**src/rtl/gpu_bg_block_xfer.sv**
```systemverilog
// gpu_bg_block_xfer
//   Moves one 16-pixel background block between the pixel backend and
//   memory. A "subsequent" block step first writes the finished block back
//   (masked, 64-bit beats). When blending needs it, the next block is then
//   loaded and handed to the backend.
//
// Ports
//   clk, i_rst              rising-edge clock, asynchronous active-high reset
//   i_blockStep[1:0]        00 none, 01 first block, 10/11 subsequent block
//   i_doBlockOp             level request; only its 0->1 edge starts an operation
//   i_noblend               1 = skip the background load
//   i_loadAdr, i_saveAdr    block addresses {Y[8:0], X[9:4]}
//   i_saveBlock, i_saveMask pixels to write back (pixel n at [16n+15:16n]) and per-pixel write mask
//   o_busy                  operation in progress
//   o_importPulse           one-cycle strobe: o_importBlock holds a fresh load
//   o_importBlock           last loaded block (held between loads)
//   o_opDone                one-cycle strobe at the end of every accepted operation
//   o_overrun               sticky: a request edge arrived while busy
//   o_memCmd*               command channel (valid/ready, write, word address, data, byte enables)
//   i_memRValid, i_memRData in-order read data, one 64-bit beat per valid
module gpu_bg_block_xfer (
    input  logic         clk,
    input  logic         i_rst,
    input  logic [1:0]   i_blockStep,
    input  logic         i_doBlockOp,
    input  logic         i_noblend,
    input  logic [14:0]  i_loadAdr,
    input  logic [14:0]  i_saveAdr,
    input  logic [255:0] i_saveBlock,
    input  logic [15:0]  i_saveMask,
    output logic         o_busy,
    output logic         o_importPulse,
    output logic [255:0] o_importBlock,
    output logic         o_opDone,
    output logic         o_overrun,
    output logic         o_memCmdValid,
    input  logic         i_memCmdReady,
    output logic         o_memCmdWrite,
    output logic [16:0]  o_memAdr,
    output logic [63:0]  o_memWData,
    output logic [7:0]   o_memByteEn,
    input  logic         i_memRValid,
    input  logic [63:0]  i_memRData
);

    typedef enum logic [2:0] {IDLE, WRITE, READ_CMD, READ_WAIT, DONE} state_t;

    state_t         state;
    logic           doBlockOpQ;
    logic           noblendQ;
    logic [14:0]    loadAdrQ;
    logic [14:0]    saveAdrQ;
    logic [255:0]   saveBlockQ;
    logic [15:0]    saveMaskQ;
    logic [1:0]     beat;
    logic [1:0]     rspCnt;
    logic [191:0]   readBuf;     // first three returned beats, newest on top

    logic           trigger;
    logic [3:0]     beatMask;

    assign trigger  = i_doBlockOp & ~doBlockOpQ;
    assign beatMask = saveMaskQ[{beat, 2'b00} +: 4];

    // Each pixel mask bit enables both bytes of its 16-bit pixel.
    function automatic logic [7:0] expandMask(input logic [3:0] m);
        return {{2{m[3]}}, {2{m[2]}}, {2{m[1]}}, {2{m[0]}}};
    endfunction

    always_ff @(posedge clk or posedge i_rst) begin
        if (i_rst) begin
            state         <= IDLE;
            doBlockOpQ    <= 1'b0;
            noblendQ      <= 1'b0;
            loadAdrQ      <= '0;
            saveAdrQ      <= '0;
            saveBlockQ    <= '0;
            saveMaskQ     <= '0;
            beat          <= '0;
            rspCnt        <= '0;
            readBuf       <= '0;
            o_busy        <= 1'b0;
            o_importPulse <= 1'b0;
            o_importBlock <= '0;
            o_opDone      <= 1'b0;
            o_overrun     <= 1'b0;
            o_memCmdValid <= 1'b0;
            o_memCmdWrite <= 1'b0;
            o_memAdr      <= '0;
            o_memWData    <= '0;
            o_memByteEn   <= '0;
        end else begin
            doBlockOpQ    <= i_doBlockOp;
            o_importPulse <= 1'b0;
            o_opDone      <= 1'b0;

            if (trigger && o_busy)
                o_overrun <= 1'b1;

            case (state)
                IDLE: begin
                    if (trigger && i_blockStep != 2'b00) begin
                        noblendQ   <= i_noblend;
                        loadAdrQ   <= i_loadAdr;
                        saveAdrQ   <= i_saveAdr;
                        saveBlockQ <= i_saveBlock;
                        saveMaskQ  <= i_saveMask;
                        beat       <= '0;
                        o_busy     <= 1'b1;
                        if (i_blockStep == 2'b01)
                            state <= i_noblend ? DONE : READ_CMD;
                        else
                            state <= WRITE;
                    end
                end

                // One beat is examined per idle cycle; a fully masked beat is
                // stepped over without touching the command channel.
                WRITE: begin
                    if (!o_memCmdValid) begin
                        if (beatMask != 4'b0000) begin
                            o_memCmdValid <= 1'b1;
                            o_memCmdWrite <= 1'b1;
                            o_memAdr      <= {saveAdrQ, beat};
                            o_memWData    <= saveBlockQ[{beat, 6'b000000} +: 64];
                            o_memByteEn   <= expandMask(beatMask);
                        end else if (beat == 2'd3) begin
                            beat  <= '0;
                            state <= noblendQ ? DONE : READ_CMD;
                        end else begin
                            beat <= beat + 2'd1;
                        end
                    end else if (i_memCmdReady) begin
                        o_memCmdValid <= 1'b0;
                        if (beat == 2'd3) begin
                            beat  <= '0;
                            state <= noblendQ ? DONE : READ_CMD;
                        end else begin
                            beat <= beat + 2'd1;
                        end
                    end
                end

                // Read commands go out back to back while ready stays high.
                READ_CMD: begin
                    if (!o_memCmdValid) begin
                        o_memCmdValid <= 1'b1;
                        o_memCmdWrite <= 1'b0;
                        o_memAdr      <= {loadAdrQ, beat};
                        o_memByteEn   <= '0;
                    end else if (i_memCmdReady) begin
                        if (beat == 2'd3) begin
                            o_memCmdValid <= 1'b0;
                            beat          <= '0;
                            state         <= READ_WAIT;
                        end else begin
                            beat     <= beat + 2'd1;
                            o_memAdr <= {loadAdrQ, beat + 2'd1};
                        end
                    end
                end

                READ_WAIT: begin
                end

                DONE: begin
                    o_opDone <= 1'b1;
                    o_busy   <= 1'b0;
                    state    <= IDLE;
                end

                default: state <= IDLE;
            endcase

            // Read data is only meaningful while a load is outstanding; the
            // fourth beat completes the block and overrides the state update.
            if ((state == READ_CMD || state == READ_WAIT) && i_memRValid) begin
                rspCnt <= rspCnt + 2'd1;
                if (rspCnt == 2'd3) begin
                    o_importBlock <= {i_memRData, readBuf};
                    o_importPulse <= 1'b1;
                    o_opDone      <= 1'b1;
                    o_busy        <= 1'b0;
                    o_memCmdValid <= 1'b0;
                    beat          <= '0;
                    state         <= IDLE;
                end else begin
                    readBuf <= {i_memRData, readBuf[191:64]};
                end
            end
        end
    end

endmodule

```
**config.mk**
```make
export PLATFORM = sky130hd
export DESIGN_NAME = gpu_bg_block_xfer
export DESIGN_NICKNAME = d
export VERILOG_FILES = /design/src/rtl/gpu_bg_block_xfer.sv
export SDC_FILE = /design/constraint.sdc
export NUM_CORES = 2
export LEC_CHECK = 0
export CAP_MARGIN = 25
export CORE_AREA = 8 8 279 281
export DETAILED_ROUTE_END_ITERATION = 10
export DIE_AREA = 0 0 287 289
export GPL_ROUTABILITY_DRIVEN = 0
export PLACE_DENSITY = 0.73
export SLEW_MARGIN = 40
export SYNTH_ARGS = -nofsm -noshare
export SYNTH_HDL_FRONTEND = slang
export SYNTH_SLANG_ARGS = --single-unit
```
**constraint.sdc**
```tcl
create_clock -name clk -period 47 [get_ports clk]
set_clock_uncertainty 0.15 [all_clocks]
set_input_delay 9.4 -clock clk [delete_from_list [all_inputs] [get_ports clk]]
set_output_delay 9.4 -clock clk [all_outputs]
set_load 0.005 [all_outputs]
```
Yosys cells after proc, flatten, opt, wreduce, memory -nomap -nowiden
Cells that the tools add are included.
{ "word_totals": {"ff_bits": 854, "latch_bits": 0, "ramBits": 0, "mem_bits_ro": 0, "inputBits": 374, "wordCells": 109, "mem_count": 0} }
{ "classes": {"n_addsub": 2, "multipliers": 0, "n_div": 0, "order_cmp": 0, "n_eq_ne": 12, "shifts": 2, "mux": 55, "bitwise_logic": 4, "n_reduce_logical": 14} }
{ "ops": {"columns": ["op", "count"], "rows": [
  ["$shiftx 256x9->64", 1],
  ["$mux 17", 5],
  ["$mux 3", 13],
  ["$pmux 17 s2", 1],
  ["$mux 8", 3],
  ["$mux 1", 19],
  ["$mux 2", 8],
  ["$pmux 8 s2", 1],
  ["$shiftx 16x5->4", 1],
  ["$pmux 3 s4", 1],
  ["$eq 3x2->1 const B", 2],
  ["$ne 2x2->1 const B", 3],
  ["$ne 3x3->1 const B", 2],
  ["$pmux 1 s2", 3],
  ["$pmux 2 s3", 1],
  ["$reduce_and 2->1", 3],
  ["$reduce_and 5->1", 1],
  ["$add 2x1->2 const B", 2],
  ["$eq 2x2->1 const B", 2],
  ["$reduce_and 4->1", 1],
  ["$reduce_bool 2->1", 2],
  ["$reduce_bool 4->1", 1],
  ["$eq 3x1->1 const B", 1],
  ["$eq 3x3->1 const B", 1],
  ["other kinds (7)", 11]
]} }

Longest topological paths before layout
{ "depth": {"ltp_word": 7, "mapped_depth": 9} }

Worst setup path before layout
Ideal clock, no wire load.
{ "synth_path": {"path_type": "input -> register", "startpoint": "in i_doBlockOp", "endpoint": "reg saveBlockQ[122]", "setup_time_ns": 0.125, "arrival_ns": 10.982, "required_ns": 46.725, "path_slack_ns": 35.743, "cell_stages": 7, "cell_sequence": "nor2b_1 -> o21a_1 -> and2_1 -> clkbuf_1 -> clkbuf_1 -> buf_2 -> mux2_2"} }
{ "synth_between": {"elab_chain_len": 3} }
{ "synth_lines": {"columns": ["element", "line", "rtl"], "rows": [
  ["from (decl)", "25", "input logic i_doBlockOp,"],
  ["$and 1x1->1", "62", "assign trigger = i_doBlockOp & ~doBlockOpQ;"],
  ["$logic_and 1x1->1", "102", "if (trigger && i_blockStep != 2'b00) begin"],
  ["$reduce_and 2->1 (no source line)", null, null],
  ["to (signal assigned)", "106", "saveBlockQ <= i_saveBlock;"],
  ["to (decl)", "53", "logic [255:0] saveBlockQ;"]
]} }
Every way passes these cells.
A chain may end at the register's enable or synchronous reset.

Worst setup path in the final report
{ "layout_path": {"startpoint": "in i_doBlockOp", "endpoint": "reg saveBlockQ[163]"} }
Same word-level chain as after synthesis.

==> run summary <==
### Clock tree
- **H-tree level count** 3
- **hold-fix buffers at CTS** 0
- **clk buf depth** 3
- **clock tree from TritonCTS** done
- **clock-pin slew of the registers on the worst-case setup and hold paths** 0.06 ns
- **Worst-Skew Late Latency** 0.64 ns
- **number of CTS-inserted buffers** 88
- **CTS Root Cell** sky130_fd_sc_hd__clkbuf_16
- **number of buffers inserted by post-CTS setup repair** 0
- **count of instances resized after the clock tree is built** 0
- **clock sink total** 850

### Critical path
- **largest delay contributor family on the critical path** buffers and inverters
- **setup slack of the most critical reg-to-reg path** 42.49 ns
- **Worst R2R Start** beat[0]
- **number of buffer and inverter instances along the worst setup path** 4
- **Setup Crit Path Kind** in2reg
- **reg2reg path depth** 7
- **FF-to-FF End** o_memWData[35]
- **Setup crit end kind** flop
- **slowest stage cell, crit path** sky130_fd_sc_hd__and2_4
- **CP startpoint kind** primary input
- **critical path required time** 47.34 ns
- **critical path data arrival time** 13.39 ns
- **startpoint of the most critical setup path** i_doBlockOp
- **worst path cell trace** clkdlybuf4s50_1, nor2b_1, o21a_1, and2_4, buf_12, buf_16, buf_6, mux2_2
- **largest incremental delay on the critical path** 0.64 ns
- **maximum fanout along the worst path** 91

### STA
- **final-report setup violation count** 0
- **achievable clock frequency** 76.6 MHz
- **share of the clock period used by the worst path after layout** 27.8%
- **final worst path period need** 13.05 ns
- **measured slew at the worst slew-check pin** 0.855 ns
- **Slew headroom** 43.0%
- **unrepaired setup endpoints after global routing** false
- **worst hold slack** 0.305 ns
- **Fin. Hold Viols** 0
- **Final Slew Violations** 0
- **final total negative setup slack** 0 ns

### Routing
- **initial DRC count** 1420
- **Remaining DRCs** 0
- **detail-routed net length per standard cell** 21.6 µm
- **number of nets still failing antenna checks after routing** 0
- **Vias** 22600
- **drt via density** 5.13
- **first-pass iteration count of the detailed router** 7
- **Routed WL** 95100 µm

### Power
- **Combinational Power Share** 32.9%
- **total design power** 3.04 mW
- **clock network fraction of design power** 23.6%
- **worst IR drop on VDD** 0.0399 mV
- **switching power total** 920 µW
- **switching power as a share of total power** 30.3%
- **pwr/cell area** 67.8 mW/mm²
- **static leakage** 20.1 nW
- **internal cell power** 2.12 mW
- **share of total power in sequential cells** 43.4%

### Synthesis
- **Cells after Synth** 2666
- **unique cell type count in the Yosys netlist** 41
- **asr flop ratio synth** 100%
- **average instance area after synthesis** 12.6 µm²
- **cell area after technology mapping** 0.0335 mm²
- **Post-Syn Nets** 3042
- **Syn. warnings** 0
- **sequential-to-total area share from yosys stat** 63.5%
- **flop and latch count out of synthesis** 850
- **dominant synthesized flop cell** sky130_fd_sc_hd__dfrtp_1
- **Post-synth EDFFs** 0

### Worst hold path
- **Worst Hold Depth** 2
- **hold path endpoint** o_importBlock[59]
- **startpoint of the tightest hold check path** readBuf[59]
- **worst min path class** reg2reg

### Die
- **width of the die** 287 µm
- **Std-Cell Rows** 100
- **Boundary Pins** 725
- **height of the die** 289 µm
- **Die Footprint** 0.0829 mm²
- **initial core utilization** 45.6%
- **Std-Cell Core Area** 0.0736 mm²

### Final layout
- **share of post-route cells with drive strength above 1** 21.9%
- **growth of design area from synthesis to finish** 33.6%
- **number of nets in the finished design** 3725

### Global routing
- **All-Layer GR Usage** 22.3%
- **wire length of the first global-routing pass** 143000 µm
- **number of antenna violations at the first check in global routing** 32
- **maximum number of pins on one net before global-route repair** 164
- **number of global-route vias before repair** 23300
- **overflow left after global routing** 0

### Placed design
- **detailed-placement wirelength estimate** 67000 µm
- **port bufs** 724

### Job
- **maximum capacitance violations** 0

### Run status
- **result of the run** finished, final reports clean

-- layer usage --
metal | global-route usage, % | share of wire, % | vias up
li1 | - | - | 10300
met1 | 26.7 | 38 | 11400
met2 | 37.4 | 50 | 703
met3 | 6.97 | 8.0 | 168
met4 | 8.92 | 3.7 | 22
met5 | 0 | 0.15 | -
-- placed cells by master (no fill, tap or decap), drive strengths merged, types with 3 or more instances in the layout --
master         synthesis  final
nand2                990    990
dfrtp                850    850
clkdlybuf4s50          0    724
mux2                 497    497
clkbuf               102    122
mux4                  68     68
o21ai                 31     31
clkinv                 0     26
buf                   54     25
diode                  0     18
mux2i                 17     17
a21oi                  8      8
bufinv                 0      7
nor2                   5      5
a31oi                  4      4
nand3                  4      4
inv                    3      4
nor2b                  3      3
a21o                   3      3
nor3                   3      3
-- state kept, by name (all words and copies together) (netlist names), 2 cells and up --
register,count
o_importBlock,256
saveBlockQ,256
readBuf,192
o_memWData,64
o_memAdr,17
saveMaskQ,16
loadAdrQ,15
saveAdrQ,15
o_memByteEn,4
state,3
beat,2
rspCnt,2
-- Yosys cell counts, types with 2 or more instances --
cell                         n  area (µm²)
sky130_fd_sc_hd__nand2_1   990        3720
sky130_fd_sc_hd__dfrtp_1   850       21300
sky130_fd_sc_hd__mux2_2    497        5600
sky130_fd_sc_hd__clkbuf_1  102         383
sky130_fd_sc_hd__mux4_2     68        1530
sky130_fd_sc_hd__buf_2      38         190
sky130_fd_sc_hd__mux2i_1    17         170
sky130_fd_sc_hd__o21ai_1    17        85.1
sky130_fd_sc_hd__o21ai_0    14        70.1
sky130_fd_sc_hd__buf_4      10        75.1
sky130_fd_sc_hd__a21oi_1     8        40.0
sky130_fd_sc_hd__nor2_1      5        18.8
sky130_fd_sc_hd__a21o_1      3        22.5
sky130_fd_sc_hd__a31oi_1     3        18.8
sky130_fd_sc_hd__buf_1       3        11.3
sky130_fd_sc_hd__buf_6       3        33.8
sky130_fd_sc_hd__nand3_1     3        15.0
sky130_fd_sc_hd__nor2b_1     3        18.8
sky130_fd_sc_hd__nor3_1      3        15.0
sky130_fd_sc_hd__a311oi_1    2        17.5
sky130_fd_sc_hd__and2_1      2        12.5
sky130_fd_sc_hd__and3_1      2        12.5
sky130_fd_sc_hd__ha_1        2        25.0
sky130_fd_sc_hd__inv_1       2        7.51
sky130_fd_sc_hd__nor4_1      2        12.5
sky130_fd_sc_hd__xnor2_1     2        17.5
-- through the flow --
step	worst slack (ns)	area [µm²]	utilization (%)	std cells
after floorplan	13.57	33500	-	2666
after global placement	32.58	41500	56.5	4224
after CTS	34.06	44700	60.8	4386
after detailed placement	33.37	41700	56.6	4228
after global routing	33.77	44800	60.8	4399
final	33.95	44800	60.9	4404
-- worst min-delay path: cells and delay by family (launching register included) --
kind,cells,cell delay (ns)
DFF,1,0.34
and+or+nand+nor,2,0.10
-- logic make-up after synthesis --
family                   after synthesis  synth area share (%)
XOR/XNOR                               3                0.0784
AND/OR/NAND/NOR                     1016                  11.5
buffers and inverters                159                  2.10
AO/OA/AOI/OAI                         54                 0.971
flip-flops                           850                  63.5
adder cells (fa/ha/maj)                2                0.0746
multiplexers                         582                  21.8
-- power groups by stage --
| stage | Sequential [mW] | Clock, mW | Combinational (mW) |
|---|---|---|---|
| finish | 1.32 | 0.718 | 1.00 |
| global route | 1.36 | 0.766 | 1.08 |
| CTS | 1.32 | 0.737 | 1.02 |
| detailed placement | 1.33 | 0 | 1.01 |
| global placement | 1.32 | 0 | 0.980 |
| floorplan | 1.26 | 0 | 0.571 |
-- area by class of cell --
class                   count  area (µm²)
diodes                     18        45.0
inverters                   3        31.3
repair buffers            749        7580
clock buffers             122        2570
multi-input cells        1657       11600
flip-flops and latches    850       21300
well taps                 969        1210
fillers                  5737       28800
clock inverters            36         473
-- worst max path at each step --
| stage | cells past startpoint | to |
|---|---|---|
| after floorplan | 1 | beat[0] |
| final | 8 | saveBlockQ[163] |
| after global routing | 8 | saveBlockQ[31] |
| after CTS | 8 | saveBlockQ[31] |
| after detailed placement | 8 | saveBlockQ[217] |
| after global placement | 6 | o_memWData[22] |
(Power assumes the default switching activity.)
